### config.mk
export PLATFORM = sky130hd
export DESIGN_NAME = ccsds123_frame_ctrl
export DESIGN_NICKNAME = d
export VERILOG_FILES = /design/src/rtl/ccsds123_pkg.sv /design/src/rtl/ccsds123_coord_cnt.sv /design/src/rtl/ccsds123_frame_ctrl.sv
export SDC_FILE = /design/constraint.sdc
export NUM_CORES = 1
export LEC_CHECK = 0
export CAP_MARGIN = 30
export CORE_ASPECT_RATIO = 1.4
export CORE_UTILIZATION = 43
export CTS_CLUSTER_SIZE = 20
export DETAILED_ROUTE_END_ITERATION = 7
export PLACE_DENSITY_LB_ADDON = 0.1
export SLEW_MARGIN = 20
export SYNTH_ARGS = -nofsm -noshare
export SYNTH_HDL_FRONTEND = slang
export SYNTH_SLANG_ARGS = --single-unit
### constraint.sdc
create_clock -name clk -period 1.7 [get_ports clk]
set_input_delay 0.17 -clock clk [delete_from_list [all_inputs] [get_ports clk]]
set_output_delay 0.17 -clock clk [all_outputs]
set_load 0.01 [all_outputs]
### src/rtl/ccsds123_pkg.sv
// Shared types and helpers for the CCSDS-123 frame sequencer.
//  - frame_state_e : sequencer FSM states
//  - cnt_width()   : counter width for values 0..n-1 (never narrower than 1 bit)
//  - Def*          : default image geometry and matching coordinate widths
package ccsds123_pkg;

  typedef enum logic [1:0] {
    StIdle,
    StRun,
    StDrain,
    StFlush
  } frame_state_e;

  function automatic int unsigned cnt_width(input int unsigned n);
    int unsigned w;
    w = 1;
    while ((32'd1 << w) < n) begin
      w++;
    end
    return w;
  endfunction

  localparam int unsigned DefNx = 4;
  localparam int unsigned DefNy = 4;
  localparam int unsigned DefNz = 16;
  localparam int unsigned DefXw = cnt_width(DefNx);
  localparam int unsigned DefYw = cnt_width(DefNy);
  localparam int unsigned DefZw = cnt_width(DefNz);

endpackage

### src/rtl/ccsds123_coord_cnt.sv
// Nested BIP-order coordinate counters: z fastest, then x, then y.
// Ports:
//  clk, areset      clock, asynchronous active-high reset
//  advance          step to the next sample position
//  z                current band index
//  first_line       y == 0
//  first_in_line    x == 0
//  last_in_line     x == NX-1
//  last             current position is the final sample of the frame
// The counters wrap back to (0,0,0) when the final sample advances.
module ccsds123_coord_cnt
  import ccsds123_pkg::*;
#(
  parameter int unsigned NX = 4,
  parameter int unsigned NY = 4,
  parameter int unsigned NZ = 16
) (
  input  logic                     clk,
  input  logic                     areset,
  input  logic                     advance,
  output logic [cnt_width(NZ)-1:0] z,
  output logic                     first_line,
  output logic                     first_in_line,
  output logic                     last_in_line,
  output logic                     last
);

  localparam int unsigned Xw = cnt_width(NX);
  localparam int unsigned Yw = cnt_width(NY);
  localparam int unsigned Zw = cnt_width(NZ);

  logic [Xw-1:0] x_q;
  logic [Yw-1:0] y_q;
  logic [Zw-1:0] z_q;

  logic z_wrap, x_wrap, y_wrap;

  assign z_wrap = (z_q == Zw'(NZ - 1));
  assign x_wrap = (x_q == Xw'(NX - 1));
  assign y_wrap = (y_q == Yw'(NY - 1));

  always_ff @(posedge clk or posedge areset) begin
    if (areset) begin
      x_q <= '0;
      y_q <= '0;
      z_q <= '0;
    end else if (advance) begin
      if (!z_wrap) begin
        z_q <= z_q + Zw'(1);
      end else begin
        z_q <= '0;
        if (!x_wrap) begin
          x_q <= x_q + Xw'(1);
        end else begin
          x_q <= '0;
          y_q <= y_wrap ? '0 : y_q + Yw'(1);
        end
      end
    end
  end

  assign z             = z_q;
  assign first_line    = (y_q == '0);
  assign first_in_line = (x_q == '0);
  assign last_in_line  = x_wrap;
  assign last          = z_wrap && x_wrap && y_wrap;

endmodule

### src/rtl/ccsds123_frame_ctrl.sv
// Frame sequencer in front of the CCSDS-123 predictor/encoder core.
// Tags BIP-ordered samples with coordinates/edge flags and forwards them through a one-deep
// registered stream. Per frame: arm on start, accept NX*NY*NZ samples, wait for the output
// register to empty plus DRAIN idle cycles, then pulse flush/done for one cycle.
// Ports:
//  clk, areset                      clock, asynchronous active-high reset
//  start                            arm one frame (ignored unless idle)
//  s_axis_tdata/tvalid/tready/tlast input sample stream
//  m_tdata/m_tvalid/m_tready        registered output stream to the core
//  m_z, m_first_line, m_first_in_line, m_last_in_line, m_last  tags for m_tdata
//  flush, done                      one-cycle end-of-frame pulse
//  busy                             frame in progress
//  err_tlast                        sticky tlast mismatch
// Optional feature: define CCSDS123_FRAME_CTRL_TLAST_CHECK_EN to compare s_axis_tlast with the
// computed frame end; otherwise s_axis_tlast is ignored and err_tlast is tied low.
module ccsds123_frame_ctrl
  import ccsds123_pkg::*;
#(
  parameter int unsigned NX    = 4,
  parameter int unsigned NY    = 4,
  parameter int unsigned NZ    = 16,
  parameter int unsigned D     = 16,
  parameter int unsigned DRAIN = 16
) (
  input  logic                     clk,
  input  logic                     areset,
  input  logic                     start,
  input  logic [D-1:0]             s_axis_tdata,
  input  logic                     s_axis_tvalid,
  output logic                     s_axis_tready,
  input  logic                     s_axis_tlast,
  output logic [D-1:0]             m_tdata,
  output logic                     m_tvalid,
  input  logic                     m_tready,
  output logic [cnt_width(NZ)-1:0] m_z,
  output logic                     m_first_line,
  output logic                     m_first_in_line,
  output logic                     m_last_in_line,
  output logic                     m_last,
  output logic                     flush,
  output logic                     busy,
  output logic                     done,
  output logic                     err_tlast
);

  localparam int unsigned Zw = cnt_width(NZ);
  localparam int unsigned Cw = cnt_width(DRAIN);

  frame_state_e state_q;
  logic [Cw-1:0] drain_cnt_q;
  logic          flush_q, done_q, busy_q;

  logic [D-1:0]  m_tdata_q;
  logic          m_tvalid_q;
  logic [Zw-1:0] m_z_q;
  logic          m_first_line_q, m_first_in_line_q, m_last_in_line_q, m_last_q;

  logic          accept;
  logic [Zw-1:0] cnt_z;
  logic          cnt_first_line, cnt_first_in_line, cnt_last_in_line, cnt_last;

  assign s_axis_tready = (state_q == StRun) && (!m_tvalid_q || m_tready);
  assign accept        = s_axis_tvalid && s_axis_tready;

  ccsds123_coord_cnt #(
    .NX (NX),
    .NY (NY),
    .NZ (NZ)
  ) u_coord_cnt (
    .clk           (clk),
    .areset        (areset),
    .advance       (accept),
    .z             (cnt_z),
    .first_line    (cnt_first_line),
    .first_in_line (cnt_first_in_line),
    .last_in_line  (cnt_last_in_line),
    .last          (cnt_last)
  );

  // Sequencer. The drain counter only runs once the output register is empty, so DRAIN idle
  // cycles are guaranteed after the last output handshake regardless of core back-pressure.
  always_ff @(posedge clk or posedge areset) begin
    if (areset) begin
      state_q     <= StIdle;
      drain_cnt_q <= '0;
      flush_q     <= 1'b0;
      done_q      <= 1'b0;
      busy_q      <= 1'b0;
    end else begin
      flush_q <= 1'b0;
      done_q  <= 1'b0;
      unique case (state_q)
        StIdle: begin
          if (start) begin
            state_q <= StRun;
            busy_q  <= 1'b1;
          end
        end
        StRun: begin
          if (accept && cnt_last) begin
            state_q     <= StDrain;
            drain_cnt_q <= '0;
          end
        end
        StDrain: begin
          if (m_tvalid_q) begin
            drain_cnt_q <= '0;
          end else if (drain_cnt_q == Cw'(DRAIN - 1)) begin
            state_q     <= StFlush;
            drain_cnt_q <= '0;
            flush_q     <= 1'b1;
            done_q      <= 1'b1;
          end else begin
            drain_cnt_q <= drain_cnt_q + Cw'(1);
          end
        end
        StFlush: begin
          state_q <= StIdle;
          busy_q  <= 1'b0;
        end
        default: state_q <= StIdle;
      endcase
    end
  end

  // One-deep output register; data and tags are left untouched when the slot empties.
  always_ff @(posedge clk or posedge areset) begin
    if (areset) begin
      m_tdata_q         <= '0;
      m_tvalid_q        <= 1'b0;
      m_z_q             <= '0;
      m_first_line_q    <= 1'b0;
      m_first_in_line_q <= 1'b0;
      m_last_in_line_q  <= 1'b0;
      m_last_q          <= 1'b0;
    end else if (accept) begin
      m_tdata_q         <= s_axis_tdata;
      m_tvalid_q        <= 1'b1;
      m_z_q             <= cnt_z;
      m_first_line_q    <= cnt_first_line;
      m_first_in_line_q <= cnt_first_in_line;
      m_last_in_line_q  <= cnt_last_in_line;
      m_last_q          <= cnt_last;
    end else if (m_tvalid_q && m_tready) begin
      m_tvalid_q <= 1'b0;
    end
  end

`ifdef CCSDS123_FRAME_CTRL_TLAST_CHECK_EN
  logic err_tlast_q;

  always_ff @(posedge clk or posedge areset) begin
    if (areset) begin
      err_tlast_q <= 1'b0;
    end else if ((state_q == StIdle) && start) begin
      err_tlast_q <= 1'b0;
    end else if (accept && (s_axis_tlast != cnt_last)) begin
      err_tlast_q <= 1'b1;
    end
  end

  assign err_tlast = err_tlast_q;
`else
  logic unused_tlast;
  assign unused_tlast = s_axis_tlast;
  assign err_tlast    = 1'b0;
`endif

  assign m_tdata         = m_tdata_q;
  assign m_tvalid        = m_tvalid_q;
  assign m_z             = m_z_q;
  assign m_first_line    = m_first_line_q;
  assign m_first_in_line = m_first_in_line_q;
  assign m_last_in_line  = m_last_in_line_q;
  assign m_last          = m_last_q;
  assign flush           = flush_q;
  assign done            = done_q;
  assign busy            = busy_q;

endmodule
== Yosys cells after proc, flatten, opt, wreduce, memory -nomap -nowiden ==
Index checks and enable logic that the tools add are counted.

* Equal/unequal tests: 11
* Reduce and logical (&&, ||, !) cells: 19
* $add $sub $neg: 4
* Muxes and demuxes: 19

{| class="wikitable"
|+ Operators by type and width
! kind !! count
|-
| $mux W4 || 4
|-
| $mux W2 || 6
|-
| $add A4 B1 Y4 const B || 2
|-
| $eq A2 B2 Y1 const B || 4
|-
| $eq A4 B4 Y1 const B || 2
|-
| $pmux W2 S4 || 1
|-
| $pmux W4 S2 || 1
|-
| $logic_and A1 B1 Y1 || 6
|-
| $logic_not A2 Y1 || 3
|-
| $mux W1 || 6
|-
| $ne A2 B2 Y1 const B || 3
|-
| $reduce_and A2 Y1 || 3
|-
| $reduce_bool A2 Y1 || 3
|-
| $add A2 B1 Y2 const B || 2
|-
| $reduce_and A4 Y1 || 1
|-
| $reduce_and A3 Y1 || 1
|-
| $eq A2 B1 Y1 const B || 1
|-
| $ne A2 B1 Y1 const B || 1
|-
| $pmux W1 S2 || 1
|-
| $logic_not A1 Y1 || 1
|-
| $logic_or A1 B1 Y1 || 1
|}

* Flip-flop bits (word level): 41
* Word-level logic and storage cells: 67

== Longest topological paths before layout ==
Gate-level depths: netlist of run 1.

* Depth after elaboration: 7
* Mapped depth: 7
* Depth with buffers taken out: 6

== Modules after synthesis ==
A second synthesis of run 1 with hierarchy kept.

* Cells, all modules: 147
* Area total of the unflattened synthesis: 1885.6 um2

{| class="wikitable"
|+ Modules (own cells, without submodules)
! module !! area an instance (um2) !! instances !! cells an instance !! seq. area each (um2)
|-
| ccsds123_frame_ctrl || 1441.4 || 1 || 106 || 825.8
|-
| ccsds123_coord_cnt || 444.2 || 1 || 41 || 200.2
|}

== Worst setup path before layout of run 1 ==
OpenSTA, ideal clock, no wires.

* Kind: reg2reg
* From: register state_q[1]
* To: register drain_cnt_q[0]
* Setup slack: -0.047 ns
* Stages on the path, launching flop included: 7
* Path buffers: 0
* Arrival time: 1.622 ns
* Cell sequence: dfrtp_1 > inv_1 > ha_1 > nand2_2 > nor4b_4 > or2_4 > mux2_4

* Longest elaborated chain between the ends: 6

{| class="wikitable"
|+ Ends and longest elaborated chain
! element !! RTL line !! text
|-
| start: declaration || ccsds123_frame_ctrl.sv:49 || <nowiki>frame_state_e state_q;</nowiki>
|-
| start signal: assignment || ccsds123_frame_ctrl.sv:84 || <nowiki>state_q <= StIdle;</nowiki>
|-
| start signal: assignment || ccsds123_frame_ctrl.sv:95 || <nowiki>state_q <= StRun;</nowiki>
|-
| start signal: assignment || ccsds123_frame_ctrl.sv:101 || <nowiki>state_q <= StDrain;</nowiki>
|-
| $eq A2 B1 Y1 || ccsds123_frame_ctrl.sv:62, ccsds123_frame_ctrl.sv:92 ||
|-
| $logic_and A1 B1 Y1 || ccsds123_frame_ctrl.sv:62 || <nowiki>assign s_axis_tready = (state_q == StRun) && (!m_tvalid_q || m_tready);</nowiki>
|-
| $logic_and A1 B1 Y1 || ccsds123_frame_ctrl.sv:63 || <nowiki>assign accept = s_axis_tvalid && s_axis_tready;</nowiki>
|-
| $logic_and A1 B1 Y1 || ccsds123_frame_ctrl.sv:100 || <nowiki>if (accept && cnt_last) begin</nowiki>
|-
| $ne A2 B1 Y1 (no line) || -- ||
|-
| $reduce_and A2 Y1 (no line) || -- ||
|-
| end signal: assignment || ccsds123_frame_ctrl.sv:114 || <nowiki>drain_cnt_q <= drain_cnt_q + Cw'(1);</nowiki>
|-
| end: declaration || ccsds123_frame_ctrl.sv:50 || <nowiki>logic [Cw-1:0] drain_cnt_q;</nowiki>
|}

Parallel ways exist; a longest one is shown, timed or not.
A chain may end at the register's enable or synchronous reset.

== Worst setup path in the final report of run 1 ==
* From: register state_q[1]
* To: register drain_cnt_q[3]

Same word-level chain as after synthesis.

==> results of run 1 <==
## power groups by stage
stage,Sequential (uW),Clock [uW],Combinational [uW]
floorplan,1730,0,890
global placement,1600,0,1970
detailed placement,1610,0,2000
CTS,1590,768,2030
global route,1640,806,2220
finish,1590,751,2010
## metal layers
metal / vias up / track usage / routed length, um
met5: - / 0 / 0
met4: 0 / 0.0571 / 40
met3: 5 / 0.0334 / 139
met2: 37 / 0.315 / 1900
met1: 694 / 0.193 / 1630
li1: 773 / - / -
## critical path: cells and delay by family (launching register included)
family / cells / cell delay (ns)
compound gates: 2 / 0.36
fa+ha+maj: 1 / 0.16
buf+inv: 2 / 0.27
flops: 1 / 0.39
simple gates: 2 / 0.35
## cells in the mapped netlist, types with 2 or more instances
cell,count
nand3_1,5
mux2_4,2
inv_1,9
buf_4,2
nand4_1,2
mux2i_1,2
nand2_1,78
buf_2,5
nor2_1,4
mux2_2,2
ha_1,10
dfrtp_1,41
nand2b_1,3
o21ai_0,7
nor2b_1,2
## kinds of logic (layout without fill, tap and decap cells)
family          after synthesis  after routing  synth area share
compound gates               15             15            0.0573
xor+xnor                      1              1           0.00456
buf+inv                      16             85            0.0384
flops                        41             41             0.534
mux                           6              6            0.0378
simple gates                107            107             0.261
fa+ha+maj                    10             10            0.0651
other cells                   1              1           0.00195
## final timing paths
path,end,from,depth (start not counted)
setup reg to reg,drain_cnt_q[3]$_DFFE_PP0P_,state_q[1]$_DFFE_PP0P_,7
setup / recovery,drain_cnt_q[3]$_DFFE_PP0P_,state_q[1]$_DFFE_PP0P_,7
hold reg to reg,m_tdata[9]$_DFFE_PP0P_,m_tdata[9]$_DFFE_PP0P_,2
min in group clk,m_tdata[12]$_DFFE_PP0P_,s_axis_tdata[12],3
hold / removal,m_tdata[12]$_DFFE_PP0P_,areset,3
max in group asynchronous,m_tdata[3]$_DFFE_PP0P_,areset,3
## what timing repair did
| item | 4_1_cts | 5_1_grt |
|---|---|---|
| endpoints found under the setup margin | 2 | 3 |
| hold buffers | 0 | 0 |
| gates resized for setup | 1 | 4 |
| hold endpoints to repair | 0 | 0 |
| buffers inserted | 1 | 0 |
## through the flow
step	util	std cells	cell area, um^2	setup slack (ns)
2_1_floorplan	-	197	1920	0.00384
3_3_place_gp	0.612	318	2620	-0.0639
3_5_place_dp	0.612	318	2620	-0.106
4_1_cts	0.638	326	2730	0.0400
5_1_grt	0.642	326	2740	-0.0157
6_report	0.642	326	2740	0.0660
## registers in the layout, summed over array words and instances, names as in the netlist
name / count
m_first_line: 1
state_q: 2
m_last: 1
u_coord_cnt.x_q: 2
u_coord_cnt.y_q: 2
done: 1
m_tvalid: 1
busy: 1
m_last_in_line: 1
m_first_in_line: 1
m_tdata: 16
m_z: 4
drain_cnt_q: 4
u_coord_cnt.z: 4
## layout make-up
type / instances / share of cell area
well taps: 60 / 0.0274
repair buffers: 69 / 0.242
clock inverters: 2 / 0.0128
clock buffers: 5 / 0.0251
multi-input cells: 140 / 0.306
inverters: 9 / 0.0123
flip-flops and latches: 41 / 0.374
==> results.ini, run 1 <==
[run_status]
status=finished, final reports clean

[setup_path]
cp-start-kind=flop
crit_chain=inv_1 -> ha_4 -> nand2_2 -> nor4b_4 -> buf_4 -> o21ai_0 -> a22o_1
arrival_ns=1.81
cp_max_fo=5
cpPeakStageDelay_ns=0.39
cp.required_ns=1.88
regToRegSetupSlack_ns=0.07
path_class=flop to flop
cp_slowest_cell=dfrtp_1
end_kind=flop

[cells_and_area]
layout_common_cells=78 x nand2_1, 48 x clkdlybuf4s50_1, 41 x dfrtp_1, 18 x buf_4, 8 x inv_1
layout-drive-gt1-share=0.165
multi_input_area_um2=840
final_common_cell=nand2_1
regArea_um2=1030
antennaDiodeCount=0
fin_nets=298
syn2layout_area_growth_pct=42.7
fillers=366

[hold_path]
hp-class=input port to async pin

[grt]
grt_max_degree=42
grt_pass1_vias=1456
antenna_found_initial=0
overflow=0
track_usage=0.170
grt_pass1_wl_mm=6.11

[sta]
whs_ns=0.246
final_max_slew_viol_count=0
max_freq_ghz=0.612
fin_crit_ns=1.63
tns_ns=0
finalHoldViolCount=0
rsz0062_at_grt=true
clock_skew_ns=0.00366
final-setup-viol-count=0
period_share=0.961

[clock_tree]
clk_path_buf_depth=2
htreeDepth=2
tritoncts=done
root_buffer=clkbuf_8
clk_pin_slew_ns=0.08
cts.sinks=41
cts_buffers=5
clock_latency_ns=0.29

[drt]
dr.pass1.iters=4
dr.first_iter.drc_count=34
drc_errors=0
viasPerCell=4.63
ant_nets=0
routed_wl_mm=3.70
wl_per_cell_um=11.4
dr_total_vias=1509

[power]
power.switching_uw=1470
p_leak_uw=0.00133
powerDensity_nw_per_um2=1590
p_comb_frac=0.462
power_uw=4360
ir_worst_vdd_mv=0.886
switching_share=0.337
clockPowerShare=0.172
internal_power_uw=2890
pwr-share-seq=0.365

[yosys]
ys_async_sr_fraction=1.00
ys.flop_type=dfrtp_1
netlist.area_leader.share=0.534
synth-edff-count=0
synth_seq_cells=41
yosysTopAreaCell=dfrtp_1
synth.avg_cell_area_um2=9.76
syn_inst=197
ys_seq_area_frac=0.534
yosysWarnings=0
synth_fp_nets=229
netlist_area_um2=1920
synthTopCellsByArea=dfrtp_1 53%, nand2_1 15%, ha_1 6.5%
synth_cell_type_count=38

[floorplan]
io-pin-count=52
fp.dieH_um=81.1
core-area_um2=4270
rows=28
die_w_um=58.5
start_util=0.450
die_area_um2=4740

[place]
gp_congestion=0.773
port_buffers=49
dp.final_hpwl_mm=2.73

[flow_run]
max_cap_violations=0

No activity file was read; power rests on OpenSTA's default activity.
==> run 2: changes to the inputs <==
--- a/config.mk
+++ b/config.mk
@@ -6,12 +6,13 @@
 export NUM_CORES = 1
 export LEC_CHECK = 0
 export CAP_MARGIN = 30
+export CELL_PAD_IN_SITES_DETAIL_PLACEMENT = 0
+export CELL_PAD_IN_SITES_GLOBAL_PLACEMENT = 1
 export CORE_ASPECT_RATIO = 1.4
-export CORE_UTILIZATION = 43
+export CORE_UTILIZATION = 32
 export CTS_CLUSTER_SIZE = 20
 export DETAILED_ROUTE_END_ITERATION = 7
 export PLACE_DENSITY_LB_ADDON = 0.1
-export SLEW_MARGIN = 20
 export SYNTH_ARGS = -nofsm -noshare
 export SYNTH_HDL_FRONTEND = slang
 export SYNTH_SLANG_ARGS = --single-unit
==> results.ini, run 2 (synthesis results as in run 1) <==
[run_status]
status=finished, final reports clean  ; unchanged

[floorplan]
die_w_um=67.5  ; was 58.5 um
core-area_um2=5820  ; was 4270 um^2
rows=33  ; was 28
start_util=0.330  ; was 0.450
fp.dieH_um=93.7  ; was 81.1 um
die_area_um2=6320  ; was 4740 um^2
io-pin-count=52  ; unchanged

[setup_path]
end_kind=flop  ; unchanged
cp-start-kind=flop  ; unchanged
cp.required_ns=1.88  ; about the same
critPathLaunch=state_q[0]$_DFFE_PP0P_  ; was state_q[1]$_DFFE_PP0P_
cp_max_fo=3  ; was 5
path_class=flop to flop  ; unchanged
arrival_ns=1.83  ; was 1.81 ns
worstReg2RegStart=state_q[0]$_DFFE_PP0P_  ; was state_q[1]$_DFFE_PP0P_

[clock_tree]
htreeDepth=2  ; unchanged
tritoncts=done  ; unchanged
cts_buffers=5  ; unchanged
clk_pin_slew_ns=0.08  ; about the same
clk_path_buf_depth=2  ; unchanged
cts.sinks=41  ; unchanged
postCtsHoldBufs=0  ; unchanged
clock_latency_ns=0.29  ; about the same
root_buffer=clkbuf_8  ; unchanged

[hold_path]
hp-class=input port to async pin  ; unchanged

[place]
gp_congestion=0.716  ; was 0.773
place_ws_ns=-0.0937  ; was -0.106 ns
port_buffers=49  ; unchanged
dp.final_hpwl_mm=3.00  ; was 2.73 mm

[power]
p_leak_uw=0.00138  ; was 0.00133 uW
ir_worst_vdd_mv=0.950  ; was 0.886 mV
switching_share=0.339  ; was 0.337
power.switching_uw=1540  ; was 1470 uW
power_uw=4540  ; was 4360 uW
clockPowerShare=0.182  ; was 0.172
powerDensity_nw_per_um2=1590  ; about the same
p_comb_frac=0.465  ; was 0.462
pwr-share-seq=0.354  ; was 0.365
internal_power_uw=3000  ; was 2890 uW

[sta]
final_max_slew_viol_count=0  ; unchanged
period_share=0.968  ; was 0.961
clock_skew_ns=0.00641  ; was 0.00366 ns
timing.final.ws_setup_ns=0.0543  ; was 0.0660 ns
max_freq_ghz=0.608  ; was 0.612 GHz
fin_crit_ns=1.65  ; was 1.63 ns
finalHoldViolCount=0  ; unchanged
whs_ns=0.216  ; was 0.246 ns
final-setup-viol-count=0  ; unchanged

[cells_and_area]
layout-drive-gt1-share=0.195  ; was 0.165
syn2layout_area_growth_pct=48.5  ; was 42.7%
final_core_util=0.490  ; was 0.642
largest_reg_flops=16  ; unchanged
final_common_cell=nand2_1  ; unchanged
fin_nets=308  ; was 298
layout_common_cells=78 x nand2_1, 48 x clkdlybuf4s50_1, 41 x dfrtp_1, 29 x buf_4, 8 x inv_1  ; was 78 x nand2_1, 48 x clkdlybuf4s50_1, 41 x dfrtp_1, 18 x buf_4, 8 x inv_1
antennaDiodeCount=0  ; unchanged

[drt]
ant_nets=0  ; unchanged
viasPerCell=4.44  ; was 4.63
dr.pass1.iters=4  ; unchanged
dr.first_iter.drc_count=42  ; was 34
wl_per_cell_um=12.0  ; was 11.4 um
routed_wl_mm=4.18  ; was 3.70 mm
drc_errors=0  ; unchanged
dr_total_vias=1540  ; was 1509

[grt]
grt_pass1_vias=1553  ; was 1456
overflow=0  ; unchanged
grt_max_degree=42  ; unchanged
grt_pass1_wl_mm=6.81  ; was 6.11 mm
antenna_found_initial=0  ; unchanged
track_usage=0.144  ; was 0.170

[flow_run]
max_cap_violations=0  ; unchanged

-- run 2: changes by cell type in the layout (fill, tap and decap cells not counted), sizes merged --
cell,before,now
clkinvlp,0,1
buf,20,30
inv,9,8
clkbuf,5,6
-- run 2: area by class of cell --
class                   count  area (um^2)
clock buffers               6         82.6
clock inverters             2         37.5
fillers                   569         2970
inverters                   9         33.8
multi-input cells         140          860
flip-flops and latches     41         1030
well taps                  70         87.6
repair buffers             79          727
-- run 2: power by group through the flow --
stage / clock [uW] / combinational [uW] / sequential (uW)
after floorplan: 0 / 890 / 1730
after global placement: 0 / 2060 / 1590
after detailed placement: 0 / 2070 / 1610
after CTS: 855 / 2070 / 1590
after global routing: 891 / 2350 / 1650
final: 824 / 2110 / 1600
-- run 2: final timing paths --
| check | end | slack (ns) | cells after the start |
|---|---|---|---|
| max | drain_cnt_q[2]$_DFFE_PP0P_ | 0.05 | 6 |
| min | m_tdata[4]$_DFFE_PP0P_ | 0.22 | 3 |
| max reg2reg | drain_cnt_q[2]$_DFFE_PP0P_ | 0.05 | 6 |
| min reg2reg | m_first_in_line$_DFFE_PP0P_ | 0.48 | 2 |
| max in group asynchronous | m_tdata[9]$_DFFE_PP0P_ | 1.29 | 3 |
| min in group clk | m_tdata[12]$_DFFE_PP0P_ | 0.40 | 3 |
-- run 2: stage by stage --
step / TNS [ns] / cells / area [um^2]
2_1_floorplan: 0 / 197 / 1920
3_3_place_gp: -0.211 / 332 / 2650
3_5_place_dp: -0.344 / 332 / 2650
4_1_cts: 0 / 340 / 2770
5_1_grt: -0.0261 / 347 / 2850
6_report: 0 / 347 / 2850
-- run 2: per-layer routing --
layer	track usage	wire, um
met1	0.167	1790
met2	0.247	2140
met3	0.0316	180
met4	0.0638	74
met5	0	0
-- run 2: worst max-delay path: stages (launching register included) --
cell and delay, ns:
dfrtp_1 0.42, inv_1 0.10, ha_1 0.22, and2b_1 0.18
or2_4 0.24, buf_4 0.15, a32o_1 0.23
-- run 2: timing repair --
item	4_1_cts	5_1_grt
setup endpoints to repair	1	22
gates resized for setup	1	6
endpoints found under the hold margin	0	0
setup buffers	0	7
pin swaps	0	3
==> run 3: changes to the inputs <==
--- a/config.mk
+++ b/config.mk
@@ -9,7 +9,7 @@
 export CELL_PAD_IN_SITES_DETAIL_PLACEMENT = 0
 export CELL_PAD_IN_SITES_GLOBAL_PLACEMENT = 1
 export CORE_ASPECT_RATIO = 1.4
-export CORE_UTILIZATION = 32
+export CORE_UTILIZATION = 36
 export CTS_CLUSTER_SIZE = 20
 export DETAILED_ROUTE_END_ITERATION = 7
 export PLACE_DENSITY_LB_ADDON = 0.1
==> constraint.sdc (replaced) <==
create_clock -name clk -period 1.76 [get_ports clk]
set_input_delay 0.176 -clock clk [delete_from_list [all_inputs] [get_ports clk]]
set_output_delay 0.176 -clock clk [all_outputs]
set_load 0.01 [all_outputs]
==> results.ini, run 3 (synthesis results as in run 1) <==
[setup_path]
rr_worst_depth=6  ; unchanged
arrival_ns=1.84  ; was 1.83 ns
end_kind=flop  ; unchanged
regToRegSetupSlack_ns=0.11  ; was 0.05 ns
crit_end=drain_cnt_q[2]$_DFFE_PP0P_  ; unchanged
cp.required_ns=1.94  ; was 1.88 ns
cp-start-kind=flop  ; unchanged
r2r-end=drain_cnt_q[2]$_DFFE_PP0P_  ; unchanged
cp_max_fo=3  ; unchanged
worstReg2RegStart=state_q[0]$_DFFE_PP0P_  ; unchanged
path_class=flop to flop  ; unchanged
critPathLaunch=state_q[0]$_DFFE_PP0P_  ; unchanged

[drt]
routed_wl_mm=3.75  ; was 4.18 mm
ant_nets=0  ; unchanged
dr_total_vias=1506  ; was 1540
viasPerCell=4.58  ; was 4.44
dr.pass1.iters=4  ; unchanged
drc_errors=0  ; unchanged
dr.first_iter.drc_count=50  ; was 42
wl_per_cell_um=11.4  ; was 12.0 um

[grt]
antenna_found_initial=0  ; unchanged
grt_util_met1=0.172  ; was 0.167
grt_pass1_wl_mm=6.40  ; was 6.81 mm
grt_max_degree=42  ; unchanged
met3_usage=0.0335  ; was 0.0316
met2_usage=0.262  ; was 0.247
track_usage=0.148  ; was 0.144
grt_pass1_vias=1420  ; was 1553
grt_busiest_layer=met2  ; unchanged
overflow=0  ; unchanged

[cells_and_area]
syn2layout_area_growth_pct=41.0  ; was 48.5%
antennaDiodeCount=0  ; unchanged
largest_reg_flops=16  ; unchanged
final_common_cell=nand2_1  ; unchanged
fin_nets=295  ; was 308
fillers=491  ; was 569
final_core_util=0.525  ; was 0.490
layout_common_cells=78 x nand2_1, 48 x clkdlybuf4s50_1, 41 x dfrtp_1, 16 x buf_4, 9 x ha_1  ; was 78 x nand2_1, 48 x clkdlybuf4s50_1, 41 x dfrtp_1, 29 x buf_4, 8 x inv_1
layout-drive-gt1-share=0.144  ; was 0.195

[power]
p_leak_uw=0.00131  ; was 0.00138 uW
ir_worst_vdd_mv=0.762  ; was 0.950 mV
powerDensity_nw_per_um2=1530  ; was 1590 nW/um^2

[sta]
tns_ns=0  ; unchanged
period_share=0.940  ; was 0.968
finalHoldViolCount=0  ; unchanged
final-setup-viol-count=0  ; unchanged
rsz0062_at_grt=false
max_freq_ghz=0.604  ; was 0.608 GHz
clock_skew_ns=0.00715  ; was 0.00641 ns
fin_crit_ns=1.65  ; about the same
final_max_slew_viol_count=0  ; unchanged

[place]
dp.final_hpwl_mm=2.71  ; was 3.00 mm
gp_congestion=0.748  ; was 0.716
port_buffers=49  ; unchanged

[flow_run]
max_cap_violations=0  ; unchanged

[clock_tree]
clk_pin_slew_ns=0.08  ; about the same
cts_buffers=5  ; unchanged
root_buffer=clkbuf_8  ; unchanged
postCtsHoldBufs=0  ; unchanged
htreeDepth=2  ; unchanged
cts.sinks=41  ; unchanged
clk_path_buf_depth=2  ; unchanged
tritoncts=done  ; unchanged
clock_latency_ns=0.29  ; about the same

[floorplan]
core-area_um2=5160  ; was 5820 um^2
start_util=0.373  ; was 0.330
die_w_um=63.8  ; was 67.5 um
die_area_um2=5640  ; was 6320 um^2
fp.dieH_um=88.5  ; was 93.7 um
io-pin-count=52  ; unchanged
rows=31  ; was 33

[hold_path]
hp-class=input port to async pin  ; unchanged

[run_status]
status=finished, final reports clean  ; unchanged

-- run 3: routing by layer --
metal / up-vias / share of wire
li1: 761 / -
met1: 701 / 0.44
met2: 38 / 0.50
met3: 6 / 0.045
met4: 0 / 0.017
met5: - / 0
-- run 3: cell type report --
cell class,count,area [um^2],share of cell area
Multi-Input combinational cell,140,835,0.308
Sequential cell,41,1030,0.379
Tap cell,66,82.6,0.0305
Clock buffer,5,68.8,0.0254
Clock inverter,2,35.0,0.0129
Timing Repair Buffer,66,629,0.232
Inverter,9,33.8,0.0125
-- run 3: worst min-delay path by stage --
stage	to	slack (ns)	cells after the start
2_1_floorplan	m_tdata[0]$_DFFE_PP0P_	0.28	2
3_3_place_gp	m_tdata[1]$_DFFE_PP0P_	0.46	2
3_5_place_dp	m_tdata[13]$_DFFE_PP0P_	0.46	2
4_1_cts	m_tdata[10]$_DFFE_PP0P_	0.23	3
5_1_grt	m_tdata[12]$_DFFE_PP0P_	0.23	3
6_report	m_tdata[10]$_DFFE_PP0P_	0.22	3
-- run 3: worst max-delay path: stages (launching register included) --
cell	delay, ns
dfrtp_1	0.42
inv_1	0.10
ha_1	0.21
and2b_1	0.19
or2_4	0.24
buf_4	0.15
a32o_1	0.23
-- run 3: timing repair --
item,in CTS,in global routing
endpoints found under the setup margin,1,0
endpoints found under the hold margin,0,0
resized for setup,3,0
setup buffers,1,0
-- run 3: report_power, final --
group | total, uW | internal, uW | switching (uW)
sequential | 1540 | 1300 | 233
clock | 723 | 412 | 311
combinational | 1890 | 1030 | 867
total | 4150 | 2740 | 1410
-- run 3: stage by stage --
stage	std cells	setup slack (ns)	total power [uW]	hold WS, ns	instance area (um^2)
2_1_floorplan	197	0.0127	2520	0.281	1920
3_3_place_gp	321	-0.0219	3420	0.456	2590
3_5_place_dp	321	-0.0551	3440	0.461	2590
4_1_cts	329	0.0944	4210	0.227	2710
5_1_grt	329	0.0139	4510	0.234	2710
6_report	329	0.105	4150	0.218	2710
